==> config.mk <==
export PLATFORM = sky130hd
export DESIGN_NAME = hazard_ctrl
export DESIGN_NICKNAME = d
export VERILOG_FILES = /design/src/rtl/hazard_ctrl.sv
export SDC_FILE = /design/constraint.sdc
export NUM_CORES = 1
export LEC_CHECK = 0
export CAP_MARGIN = 10
export CORE_MARGIN = 1
export CORE_UTILIZATION = 50
export CTS_CLUSTER_DIAMETER = 80
export CTS_CLUSTER_SIZE = 14
export DETAILED_ROUTE_END_ITERATION = 7
export GPL_TIMING_DRIVEN = 0
export PLACE_DENSITY = 0.86
export SETUP_SLACK_MARGIN = 0.2
export SLEW_MARGIN = 40
export SYNTH_ARGS = -nofsm -noshare
export SYNTH_HDL_FRONTEND = slang
export SYNTH_SLANG_ARGS = --single-unit
==> constraint.sdc <==
create_clock -name clock -period 4.25 [get_ports clock]
set_input_delay 0.425 -clock clock [delete_from_list [all_inputs] [get_ports clock]]
set_output_delay 0.425 -clock clock [all_outputs]
set_load 0.02 [all_outputs]
==> src/rtl/hazard_ctrl.sv <==
// Hazard controller for the 5-stage RV32I pipeline: stall/flush/redirect steering,
// EX operand forwarding, dmem timeout FSM and saturating bring-up counters.
//
// state  | meaning
// RUN    | normal issue, no outstanding dmem wait
// WAIT   | dmem access pending, wait_cnt counts consecutive wait cycles
// ERROR  | dmem timed out, pipeline frozen until reset
module hazard_ctrl #(
    parameter int unsigned MEM_TIMEOUT = 255,
    parameter int unsigned CNT_W       = 16
) (
    input  logic             clock,
    input  logic             nReset,
    input  logic [4:0]       id_rs1,
    input  logic [4:0]       id_rs2,
    input  logic             id_use_rs1,
    input  logic             id_use_rs2,
    input  logic [4:0]       ex_rs1,
    input  logic [4:0]       ex_rs2,
    input  logic [4:0]       ex_rd,
    input  logic             ex_wreg,
    input  logic             ex_is_load,
    input  logic [1:0]       ex_branch_type,
    input  logic             ex_branch_taken,
    input  logic [4:0]       mem_rd,
    input  logic [4:0]       wb_rd,
    input  logic             mem_wreg,
    input  logic             wb_wreg,
    input  logic             mem_req,
    input  logic             dmem_ready,
    input  logic             cnt_clear,
    output logic             stall_if,
    output logic             stall_id,
    output logic             stall_ex,
    output logic             stall_mem,
    output logic             flush_id,
    output logic             flush_ex,
    output logic             bubble_wb,
    output logic             redirect,
    output logic [1:0]       fwd_a,
    output logic [1:0]       fwd_b,
    output logic             mem_err,
    output logic [CNT_W-1:0] stall_cnt,
    output logic [CNT_W-1:0] flush_cnt
);

    localparam logic [1:0]       BR_JAL    = 2'd1;
    localparam logic [1:0]       BR_JALR   = 2'd2;
    localparam logic [1:0]       BR_COND   = 2'd3;
    localparam logic [15:0]      TIMEOUT_V = 16'(MEM_TIMEOUT);
    localparam logic [CNT_W-1:0] CNT_MAX   = '1;
    localparam logic [CNT_W-1:0] CNT_ONE   = CNT_W'(1);

    typedef enum logic [1:0] {
        ST_RUN   = 2'd0,
        ST_WAIT  = 2'd1,
        ST_ERROR = 2'd2
    } state_t;

    state_t      state, state_nxt;
    logic [15:0] wait_cnt, wait_cnt_nxt;
    logic        mwait, taken, luse, any_stall;
    logic [1:0]  fwd_raw_a, fwd_raw_b;

    assign mwait = mem_req & ~dmem_ready;
    assign taken = (ex_branch_type == BR_JAL) | (ex_branch_type == BR_JALR) |
                   ((ex_branch_type == BR_COND) & ex_branch_taken);
    assign luse  = ex_is_load & ex_wreg & (ex_rd != 5'd0) &
                   ((id_use_rs1 & (id_rs1 == ex_rd)) | (id_use_rs2 & (id_rs2 == ex_rd)));

    // MEM result is younger than WB, so it wins when both match
    assign fwd_raw_a = (mem_wreg & (mem_rd != 5'd0) & (mem_rd == ex_rs1)) ? 2'b01 :
                       (wb_wreg  & (wb_rd  != 5'd0) & (wb_rd  == ex_rs1)) ? 2'b10 : 2'b00;
    assign fwd_raw_b = (mem_wreg & (mem_rd != 5'd0) & (mem_rd == ex_rs2)) ? 2'b01 :
                       (wb_wreg  & (wb_rd  != 5'd0) & (wb_rd  == ex_rs2)) ? 2'b10 : 2'b00;

    always_ff @(posedge clock) begin
        if (!nReset) begin
            state    <= ST_RUN;
            wait_cnt <= 16'd0;
            mem_err  <= 1'b0;
        end else begin
            state    <= state_nxt;
            wait_cnt <= wait_cnt_nxt;
            if (state_nxt == ST_ERROR) begin
                mem_err <= 1'b1;
            end
        end
    end

    always_comb begin
        state_nxt    = state;
        wait_cnt_nxt = wait_cnt;
        case (state)
            ST_RUN: begin
                if (mwait) begin
                    state_nxt    = ST_WAIT;
                    wait_cnt_nxt = 16'd1;
                end
            end
            ST_WAIT: begin
                if (!mwait) begin
                    state_nxt    = ST_RUN;
                    wait_cnt_nxt = 16'd0;
                end else if (wait_cnt == TIMEOUT_V) begin
                    state_nxt = ST_ERROR;
                end else begin
                    wait_cnt_nxt = wait_cnt + 16'd1;
                end
            end
            ST_ERROR: begin
                state_nxt = ST_ERROR;
            end
            default: begin
                state_nxt    = ST_RUN;
                wait_cnt_nxt = 16'd0;
            end
        endcase
    end

    always_comb begin
        stall_if  = 1'b0;
        stall_id  = 1'b0;
        stall_ex  = 1'b0;
        stall_mem = 1'b0;
        flush_id  = 1'b0;
        flush_ex  = 1'b0;
        bubble_wb = 1'b0;
        redirect  = 1'b0;
        fwd_a     = 2'b00;
        fwd_b     = 2'b00;
        if (!nReset) begin
            flush_id  = 1'b1;
            flush_ex  = 1'b1;
            bubble_wb = 1'b1;
        end else begin
            fwd_a = fwd_raw_a;
            fwd_b = fwd_raw_b;
            if ((state == ST_ERROR) || mwait) begin
                stall_if  = 1'b1;
                stall_id  = 1'b1;
                stall_ex  = 1'b1;
                stall_mem = 1'b1;
                bubble_wb = 1'b1;
            end else if (taken) begin
                // squashed ID instruction makes any load-use moot
                redirect = 1'b1;
                flush_id = 1'b1;
                flush_ex = 1'b1;
            end else if (luse) begin
                stall_if = 1'b1;
                stall_id = 1'b1;
                flush_ex = 1'b1;
            end
        end
    end

    assign any_stall = stall_if | stall_id | stall_ex | stall_mem;

    always_ff @(posedge clock) begin
        if (!nReset || cnt_clear) begin
            stall_cnt <= '0;
            flush_cnt <= '0;
        end else begin
            if (any_stall && (stall_cnt != CNT_MAX)) begin
                stall_cnt <= stall_cnt + CNT_ONE;
            end
            if (redirect && (flush_cnt != CNT_MAX)) begin
                flush_cnt <= flush_cnt + CNT_ONE;
            end
        end
    end

endmodule

==> flow_metrics.tcl, run 1 <==
set metrics [dict create \
    synth_edf_count 0 \
    antenna_left 0 \
    arrival_ns 2.87 \
    yosys-top-cells-area "dfxtp_1, xor2_1, xnor2_1" \
    die_area_um2 6070 \
    slew_headroom 0.602 \
    firstDrtPassIters 5 \
    ys.flop_type "dfxtp_1" \
    die_x_um 77.9 \
    cts.repair.resized 0 \
    htreeDepth 2 \
    grt_pass1_wl_mm 13.0 \
    r2r_cells 9 \
    status "finished clean" \
    portBuffers 93 \
    yosysMostFrequentCell "dfxtp_1" \
    die_h_um 77.9 \
    n_fill_cell 447 \
    rsz0062_at_grt "false" \
    syn_inst 354 \
    period_needed_ns 3.30 \
    ys_seq_elements 51 \
    fp-row-count 27 \
    fin_crit_sh 0.776 \
    postCtsSetupBuffers 0 \
    drc 0 \
    dp_hpwl_mm 5.93 \
    clkSinkCount 51 \
    syn-cell-area_um2 2880 \
    synth-async-reset-ratio 0 \
    syn_area_per_cell_um2 8.13 \
    leakage_nw 1.32 \
    critPathKind "input port to output pin" \
    fin_tns_setup_ns 0 \
    root_buffer "clkbuf_8" \
    crit_required_ns 3.83 \
    avgRoutedWirePerCell_um 14.4 \
    initial_core_util 0.520 \
    hold_path_class "flop to flop" \
    vdd_drop_max_v 0.000139 \
    core-area_um2 5540 \
    dpl_worst_slack_ns 0.966 \
    syn-num-nets 407 \
    yosys.area.top_type "dfxtp_1" \
    fmax_mhz 303 \
    worstHoldStart "mem_err" \
    gp_congestion 0.848 \
    clk_pin_slew_ns 0.09 \
    startpoint "mem_rd[1]" \
    fin_nets 507 \
    start_kind "input port" \
    viasPerCell 5.72 \
    grt_pass1_vias 2915 \
    clock_tree.buffer_depth 2 \
    ys_types 44 \
    hold_viol_final 0 \
    num_vias 3017 \
    cts_buffers 5 \
    synth_warnings 0 \
    total_power_uw 962 \
    crit-reg2reg-launch "stall_cnt[0]" \
    ctsHoldBuffers 0 \
    setup_violations 0 \
    hold_depth 2 \
    clk_latency_ns 0.31 \
    clock_skew_ns 0.00573 \
    ys_seq_area_frac 0.355 \
    antenna_cells 0 \
    fin_ws_ns 0.953 \
    p_per_area_nw_per_um2 240 \
    grt_max_degree 17 \
    first_iter_violations 155 \
    overflow 0 \
    drt_wl_total_mm 7.59 \
    cts_tree "built" \
    cap_violations 0 \
    endpoint_kind "output pin" \
    track_usage 0.266 \
    antenna_found_initial 0 \
    area_growth_pct 39.4 \
    synth_common_cells "dfxtp_1, nor2_1, xor2_1, nand2_1, xnor2_1" \
    drive_gt1_frac 0.0440 \
    worst_slew_pin_slew_ns 0.590 \
    io_pins 94 \
    drv_slew 0 \
    yosysTopAreaCellShare 0.355 \
    cp_max_fo 3 \
]
## registers in the layout, summed over array words and instances, names as in the netlist
name       flops
flush_cnt     16
stall_cnt     16
mem_err        1
wait_cnt      16
state          2
## cell families after synthesis
family / after synthesis / synth area share
AOI/OAI and AO/OA: 59 / 0.125
DFF: 51 / 0.355
muxes: 1 / 0.00348
buffers and inverters: 16 / 0.0243
adders and majority gates: 4 / 0.0174
and+or+nand+nor: 167 / 0.305
xor gates and xnor gates: 56 / 0.170
## placed cells by master (no fill, tap or decap), types with 3 or more instances in the layout
cell and instances:
clkdlybuf4s50_1 93, dfxtp_1 51, nor2_1 41, xor2_1 29, xnor2_1 27, nand2_1 27, nand3_1 25, a21oi_1 19
o21ai_0 15, or4_1 14, nor4_1 9, nor3_1 9, nand4_1 8, o211ai_1 8, and3_1 8, clkbuf_1 6
or3_1 6, o31ai_1 6, inv_1 5, clkbuf_8 5, and4_1 4, ha_1 4, nor2b_1 3, and2_1 3
## final timing paths
| path | end | slack, ns |
|---|---|---|
| worst max-delay path | fwd_a[1] | 0.95 |
| worst min-delay path | mem_err | 0.49 |
| worst max register to register | stall_cnt[14] | 1.73 |
| worst min register to register | mem_err | 0.49 |
## area by class of cell
cell class,instances,area [um^2],area share
multi-input combinational,287,1790,0.446
sequential,51,1020,0.254
buffer,10,47.5,0.0118
inverter,6,22.5,0.00561
timing repair buffer,93,931,0.232
clock buffer,5,68.8,0.0171
clock inverter,3,43.8,0.0109
tap,72,90.1,0.0225
## per-stage QoR
stage	hold WS, ns	cells	util	area [um^2]
floorplan	0.463	354	-	2880
global placement	0.460	519	0.704	3900
detailed placement	0.472	519	0.704	3900
CTS	0.495	527	0.724	4010
global route	0.523	527	0.724	4010
finish	0.493	527	0.724	4010
## layer usage
| metal | wire, um | up-vias | global-route usage |
|---|---|---|---|
| met1 | 3160 | 1412 | 0.294 |
| met2 | 3840 | 119 | 0.492 |
| met3 | 516 | 8 | 0.0659 |
| met5 | 0 | - | 0 |
| met4 | 79 | 0 | 0.0887 |
| li1 | - | 1478 | - |
## power breakdown
part           internal, mW  switching (mW)
clock network         0.175           0.163
registers             0.479         0.00223
logic                0.0756          0.0667
## worst max-delay path, cell delays in order
cell             delay, ns
clkdlybuf4s50_1       0.48
or4_1                 0.54
o21ai_0               0.28
nor4_1                0.15
nor4_1                0.33
clkdlybuf4s50_1       0.67
No activity file was read; power rests on OpenSTA's default activity.
==> run 2, diff against run 1 <==
--- a/config.mk
+++ b/config.mk
@@ -7,12 +7,12 @@
 export LEC_CHECK = 0
 export CAP_MARGIN = 10
 export CORE_MARGIN = 1
-export CORE_UTILIZATION = 50
+export CORE_UTILIZATION = 46
 export CTS_CLUSTER_DIAMETER = 80
 export CTS_CLUSTER_SIZE = 14
 export DETAILED_ROUTE_END_ITERATION = 7
 export GPL_TIMING_DRIVEN = 0
-export PLACE_DENSITY = 0.86
+export PLACE_DENSITY = 0.8
 export SETUP_SLACK_MARGIN = 0.2
 export SLEW_MARGIN = 40
 export SYNTH_ARGS = -nofsm -noshare
==> constraint.sdc (replaced) <==
create_clock -name clock -period 3.39 [get_ports clock]
set_input_delay 0.339 -clock clock [delete_from_list [all_inputs] [get_ports clock]]
set_output_delay 0.339 -clock clock [all_outputs]
set_load 0.02 [all_outputs]
==> flow_metrics.tcl, run 2 (same netlist as run 1, synthesis figures left out) <==
set metrics [dict create \
    grt_max_degree 16 \
    final_common_cell "clkdlybuf4s50_1" \
    dp_hpwl_mm 5.65 \
    grt_pass1_vias 2737 \
    reg.largest.list "flush_cnt x16, stall_cnt x16, wait_cnt x16" \
    root_buffer "clkbuf_8" \
    die_area_um2 6580 \
    crit_required_ns 3.05 \
    grt_pass1_wl_mm 11.8 \
    antenna_found_initial 0 \
    drc 0 \
    die_x_um 81.1 \
    numPlacedInstances 522 \
    cap_violations 0 \
    drv_slew 0 \
    core-area_um2 5990 \
    critPathKind "input port to output pin" \
    layout_common_cells "clkdlybuf4s50_1, dfxtp_1, nor2_1" \
    cts_tree "built" \
    status "finished clean" \
    hold_path_class "flop to flop" \
    n_fill_cell 510 \
    overflow 0 \
    antenna_left 0 \
    postCtsSetupBuffers 0 \
    firstDrtPassIters 4 \
    drive_gt1_frac 0.0418 \
    viasPerCell 5.61 \
    period_needed_ns 3.06 \
    fin_nets 507 \
    endpoint_kind "output pin" \
    vdd_drop_max_v 0.000183 \
    portBuffers 93 \
    num_vias 2973 \
    fin_util 0.666 \
    start_kind "input port" \
    cts_buffers 5 \
    fin_crit_sh 0.904 \
    setup_violations 0 \
    cts.repair.resized 0 \
    htreeDepth 2 \
    fin_tns_setup_ns 0 \
    die_h_um 81.1 \
    arrival_ns 2.73 \
    first_iter_violations 117 \
    slew_headroom 0.567 \
    p_per_area_nw_per_um2 281 \
    hold_viol_final 0 \
    fp-row-count 28 \
    ctsHoldBuffers 0 \
    initial_core_util 0.481 \
    cp_max_fo 3 \
    leakage_nw 1.32 \
    drt_wl_total_mm 7.10 \
    area_growth_pct 38.6 \
    fin_cells 530 \
    track_usage 0.227 \
    worst_slew_pin_slew_ns 0.641 \
    rsz0062_at_grt "false" \
    clk_latency_ns 0.30 \
    avgRoutedWirePerCell_um 13.4 \
    antenna_cells 0 \
    io_pins 94 \
    clkSinkCount 51 \
    clk_pin_slew_ns 0.08 \
    clock_tree.buffer_depth 2 \
    gp_congestion 0.854 \
    clock_skew_ns 0.00847 \
    fmax_mhz 326 \
]
## run 2: cell count changes in the layout (fill, tap and decap cells not counted)
cell,previous run,this run
clkdlybuf4s50_1,93,92
bufinv_16,1,0
clkinvlp_4,0,1
dlymetal6s2s_1,0,1
clkbuf_1,6,7
clkinv_4,1,0
## run 2: final cells by class
cell class / instances / area [um^2] / share of cell area
Buffer: 10 / 47.5 / 0.0119
Clock buffer: 6 / 72.6 / 0.0182
Clock inverter: 2 / 12.5 / 0.00313
Inverter: 6 / 22.5 / 0.00564
Multi-Input combinational cell: 287 / 1790 / 0.448
Sequential cell: 51 / 1020 / 0.256
Tap cell: 75 / 93.8 / 0.0235
Timing Repair Buffer: 93 / 933 / 0.234
## run 2: per-stage QoR
stage	power [mW]	hold slack (ns)	setup WS, ns	area [um^2]
6_report	1.12	0.499	0.325	3990
5_1_grt	1.17	0.533	0.282	3990
4_1_cts	1.13	0.502	0.286	3990
3_5_place_dp	0.793	0.490	0.266	3900
3_3_place_gp	0.790	0.462	0.360	3900
2_1_floorplan	0.693	0.463	1.15	2880
## run 2: worst paths after layout
kind	cells after the start	to	slack [ns]	startpoint
worst min register to register	2	wait_cnt[8]	0.50	wait_cnt[8]
worst max register to register	9	stall_cnt[0]	0.92	stall_cnt[2]
worst max-delay path	6	fwd_a[1]	0.33	mem_rd[1]
worst min-delay path	2	wait_cnt[8]	0.50	wait_cnt[8]
## run 2: routing by layer
layer / share of wire / wire, um / track usage
met1: 0.42 / 2980 / 0.265
met4: 0.016 / 116 / 0.0786
met5: 0 / 0 / 0
met2: 0.48 / 3430 / 0.399
met3: 0.082 / 579 / 0.0596
## run 2: critical path, cell delays in order
cell,delay (ns)
clkdlybuf4s50_1,0.49
or4_1,0.53
o21ai_0,0.24
nor4_1,0.12
nor4_1,0.33
clkdlybuf4s50_1,0.68
## run 2: where the power goes
group	internal, mW	switching, mW
clock	0.145	0.197
combinational	0.0946	0.0809
sequential	0.601	0.00290
total	0.840	0.280
==> run 3, diff against run 2 <==
--- a/config.mk
+++ b/config.mk
@@ -12,7 +12,7 @@
 export CTS_CLUSTER_SIZE = 14
 export DETAILED_ROUTE_END_ITERATION = 7
 export GPL_TIMING_DRIVEN = 0
-export PLACE_DENSITY = 0.8
+export PLACE_DENSITY = 0.87
 export SETUP_SLACK_MARGIN = 0.2
 export SLEW_MARGIN = 40
 export SYNTH_ARGS = -nofsm -noshare
==> flow_metrics.tcl, run 3 (same netlist as run 1, synthesis figures left out) <==
set metrics [dict create \
    cts.repair.resized 0 \
    antenna_found_initial 0 \
    total_power_mw 1.14 \
    cts_tree "built" \
    htreeDepth 2 \
    grt_pass1_vias 2732 \
    endpoint_kind "output pin" \
    fmax_mhz 328 \
    combPwrFrac 0.155 \
    viasPerCell 5.64 \
    fin_tns_setup_ns 0 \
    final_common_cell "clkdlybuf4s50_1" \
    leakage_nw 1.31 \
    cap_violations 0 \
    p_clk_frac 0.315 \
    clock_tree.buffer_depth 2 \
    root_buffer "clkbuf_8" \
    clock_skew_ns 0.00971 \
    ctsHoldBuffers 0 \
    io_pins 94 \
    slew_headroom 0.587 \
    fin_cells 530 \
    antenna_left 0 \
    antenna_cells 0 \
    vdd_drop_max_v 0.000235 \
    die_h_um 81.1 \
    cp_max_fo 3 \
    reg.largest.list "flush_cnt x16, stall_cnt x16, wait_cnt x16" \
    p_per_area_nw_per_um2 285 \
    initial_core_util 0.481 \
    layout_common_cells "clkdlybuf4s50_1, dfxtp_1, nor2_1" \
    worstHoldStart "wait_cnt[8]" \
    track_usage 0.233 \
    firstDrtPassIters 4 \
    start_kind "input port" \
    cts_buffers 5 \
    fin_crit_sh 0.900 \
    area_growth_pct 38.6 \
    die_x_um 81.1 \
    critPathKind "input port to output pin" \
    fin_nets 507 \
    crit-reg2reg-launch "stall_cnt[0]" \
    p_int_uw 841 \
    first_iter_violations 104 \
    status "finished clean" \
    worst_slew_pin_slew_ns 0.616 \
    die_area_um2 6580 \
    setup_violations 0 \
    rsz0062_at_grt "false" \
    grt_max_degree 17 \
    drt_wl_total_mm 7.31 \
    period_needed_ns 3.05 \
    portBuffers 93 \
    crit_required_ns 3.05 \
    num_vias 2987 \
    n_fill_cell 520 \
    clk_pin_slew_ns 0.09 \
    drc 0 \
    dpl_worst_slack_ns 0.366 \
    clk_latency_ns 0.31 \
    drive_gt1_frac 0.0440 \
    fp-row-count 28 \
    startpoint "mem_rd[1]" \
    hold_viol_final 0 \
    grt_pass1_wl_mm 11.9 \
    clkSinkCount 51 \
    switchingPower_uw 296 \
    overflow 0 \
    fin_ws_ns 0.339 \
    postCtsSetupBuffers 0 \
    arrival_ns 2.71 \
    numPlacedInstances 522 \
    drv_slew 0 \
    dp_hpwl_mm 5.75 \
    sequentialPowerShare 0.530 \
    avgRoutedWirePerCell_um 13.8 \
    gp_congestion 0.848 \
    core-area_um2 5990 \
    hold_path_class "flop to flop" \
    switching_share 0.261 \
]
==> run 3: metal layers <==
metal	vias to the layer above	track usage	part of all wire
met5	-	0	0
met1	1404	0.274	0.43
met4	0	0.0857	0.020
li1	1472	-	-
met3	13	0.0607	0.059
met2	98	0.403	0.49
==> run 3: critical path: stages <==
cell	delay, ns
clkdlybuf4s50_1	0.47
or4_1	0.52
o21ai_0	0.24
nor4_1	0.12
nor4_1	0.34
clkdlybuf4s50_1	0.68
==> run 3: metrics by stage <==
stage	instance area, um^2	util	hold WS [ns]
after global placement	3900	0.652	0.478
after floorplan	2880	-	0.463
after global routing	3990	0.666	0.526
after CTS	3990	0.666	0.508
after detailed placement	3900	0.652	0.495
final	3990	0.666	0.505
==> run 3: area by class of cell <==
cell class	instances	area (um^2)	area share
Buffer	10	47.5	0.0119
Clock buffer	5	68.8	0.0172
Clock inverter	3	18.8	0.00470
Inverter	6	22.5	0.00564
Multi-Input combinational cell	287	1790	0.448
Sequential cell	51	1020	0.256
Tap cell	75	93.8	0.0235
Timing Repair Buffer	93	931	0.233
==> run 3: power groups by stage <==
stage          registers, mW  logic [mW]  clock network (mW)
5_1_grt                0.604       0.191               0.387
2_1_floorplan          0.618      0.0758                   0
4_1_cts                0.603       0.177               0.363
6_report               0.603       0.176               0.358
3_3_place_gp           0.617       0.173                   0
3_5_place_dp           0.617       0.176                   0
==> run 3: worst paths after layout <==
check,end,slack [ns],cells past startpoint
worst max-delay path,fwd_a[1],0.34,6
worst max register to register,stall_cnt[14],0.84,9
worst min register to register,wait_cnt[8],0.51,2
worst min-delay path,wait_cnt[8],0.51,2
==> patch, RTL diff (settings of run 1) <==
The 3 states of `state_t` get a one-hot encoding in 3 bits.
--- a/src/rtl/hazard_ctrl.sv
+++ b/src/rtl/hazard_ctrl.sv
@@ -53,6 +53,6 @@
 
-    typedef enum logic [1:0] {
-        ST_RUN   = 2'd0,
-        ST_WAIT  = 2'd1,
-        ST_ERROR = 2'd2
+    typedef enum logic [2:0] {
+        ST_RUN   = 3'b001,
+        ST_WAIT  = 3'b010,
+        ST_ERROR = 3'b100
     } state_t;
Behaviour: no difference found for any inputs over 10 cycles, from zero or initial values and one cycle with nReset low; not proved beyond that.
==> patch against run 1 <==
- sequential cell count is 1 higher
- non-clock buffer count increased by 4
- area after synthesis rose by 9.4%
- worst setup slack got worse by 210 ps
- final area increased by 6.7%
- power is 1.0% lower
- clock skew rose by 17 ps
- routed wire length up 12%
- largest power group unchanged
- highest routed layer unchanged
==> patch: results (changes against run 1) <==
metric	value	unit	change
Unique masters post-synth	52		was 44
global routing usage on met2	0.459		was 0.492
PD cells	222	nW/um2	was 240 nW/um2
dpl cells	544		was 519
first-pass GRT wire length	13800	um	was 13000 um
LEAKAGE	1.46	nW	was 1.32 nW
clk_skew	22.8	ps	was 5.73 ps
vias per cell	5.89		was 5.72
Final HPWL DP	6590	um	was 5930 um
via count	3252		was 3017
Overall Global Routing Usage	0.267		was 0.266
Post-layout nets	529		was 507
Mapped Nets	429		was 407
Placement Setup Slack	773	ps	was 966 ps
Adder-Cell Fraction of Synth Area	0.0159		was 0.0174
status	finished clean		unchanged
area post-placement	4180	um2	was 3900 um2
layout filler cell count	466		was 447
routability congestion estimate	0.893		was 0.848
largest net degree at the start of global routing	19		was 17
comb_multi_in	304		was 287
Signal buffers	107		was 103
net switching power	0.259	mW	was 0.232 mW
ratio of cells with drive above 1 in the final layout	0.0608		was 0.0440
sequential power	0.492	mW	was 0.481 mW
max incr delay on CP	520	ps	was 670 ps
fraction of area in multi-input gates	0.472		was 0.446
Synth area leaders	dfxtp_1 (33%), xor2_1 (7.5%), xnor2_1 (7.2%)		was dfxtp_1 (35%), xor2_1 (8.8%), xnor2_1 (8.2%)
GR met3 Demand/Resource	0.0528		was 0.0659
sequential cells	52		was 51
Mapped Area	3150	um2	was 2880 um2
most common library cells after synthesis	dfxtp_1 (52), nor2_1 (31), nand2_1 (27), xor2_1 (27), xnor2_1 (26)		was dfxtp_1 (51), nor2_1 (41), xor2_1 (29), nand2_1 (27), xnor2_1 (27)
Clock Latency Late Sink	330	ps	was 310 ps
GR Layer Usage met1	0.332		was 0.294
Synth Area in Compound Gates	0.129		was 0.125
Worst VDD drop	0.000155	V	was 0.000139 V
wire length per cell	15.4	um	was 14.4 um
Slew headroom	0.571		was 0.602
comb pwr	0.155	mW	was 0.142 mW
vias in the first global route	2923		was 2915
post-synthesis mux area share	0.0195		was 0.00348
sequential share of the synthesized area	0.330		was 0.355
crit path max fanout	10		was 3
Clock-cell share	0.0219		was 0.0281
Syn-to-layout area delta	35.9	%	was 39.4%
patch: changes by cell type in the layout (fill, tap and decap cells not counted), moves of 6 or more:
cell and delta:
and3_1 +10, nor2_1 -10, nor3_1 -8, o211ai_1 -7, nand2b_1 +6, nor4_1 +6
patch: path summary, 6_finish.rpt:
path                              startpoint      endpoint  slack, ps  cells past startpoint
worst max-delay path                ex_rd[0]      stall_if        750                      9
worst min-delay path                 mem_err       mem_err        480                      1
worst max register to register  stall_cnt[2]  stall_cnt[8]       1930                      7
worst min register to register       mem_err       mem_err        480                      1
patch: worst reg2reg max path: cells and delay by family (launching register included):
family                 cells  cell delay [ps]
AND/OR/NAND/NOR            4             1010
buffers and inverters      2              610
flip-flops                 1              440
AO/OA/AOI/OAI              1              180
patch: per-layer routing:
metal | vias to the layer above | wire length, um
met5 | - | 0
met4 | 0 | 99
met3 | 10 | 453
met2 | 106 | 4200
met1 | 1560 | 3720
li1 | 1576 | -
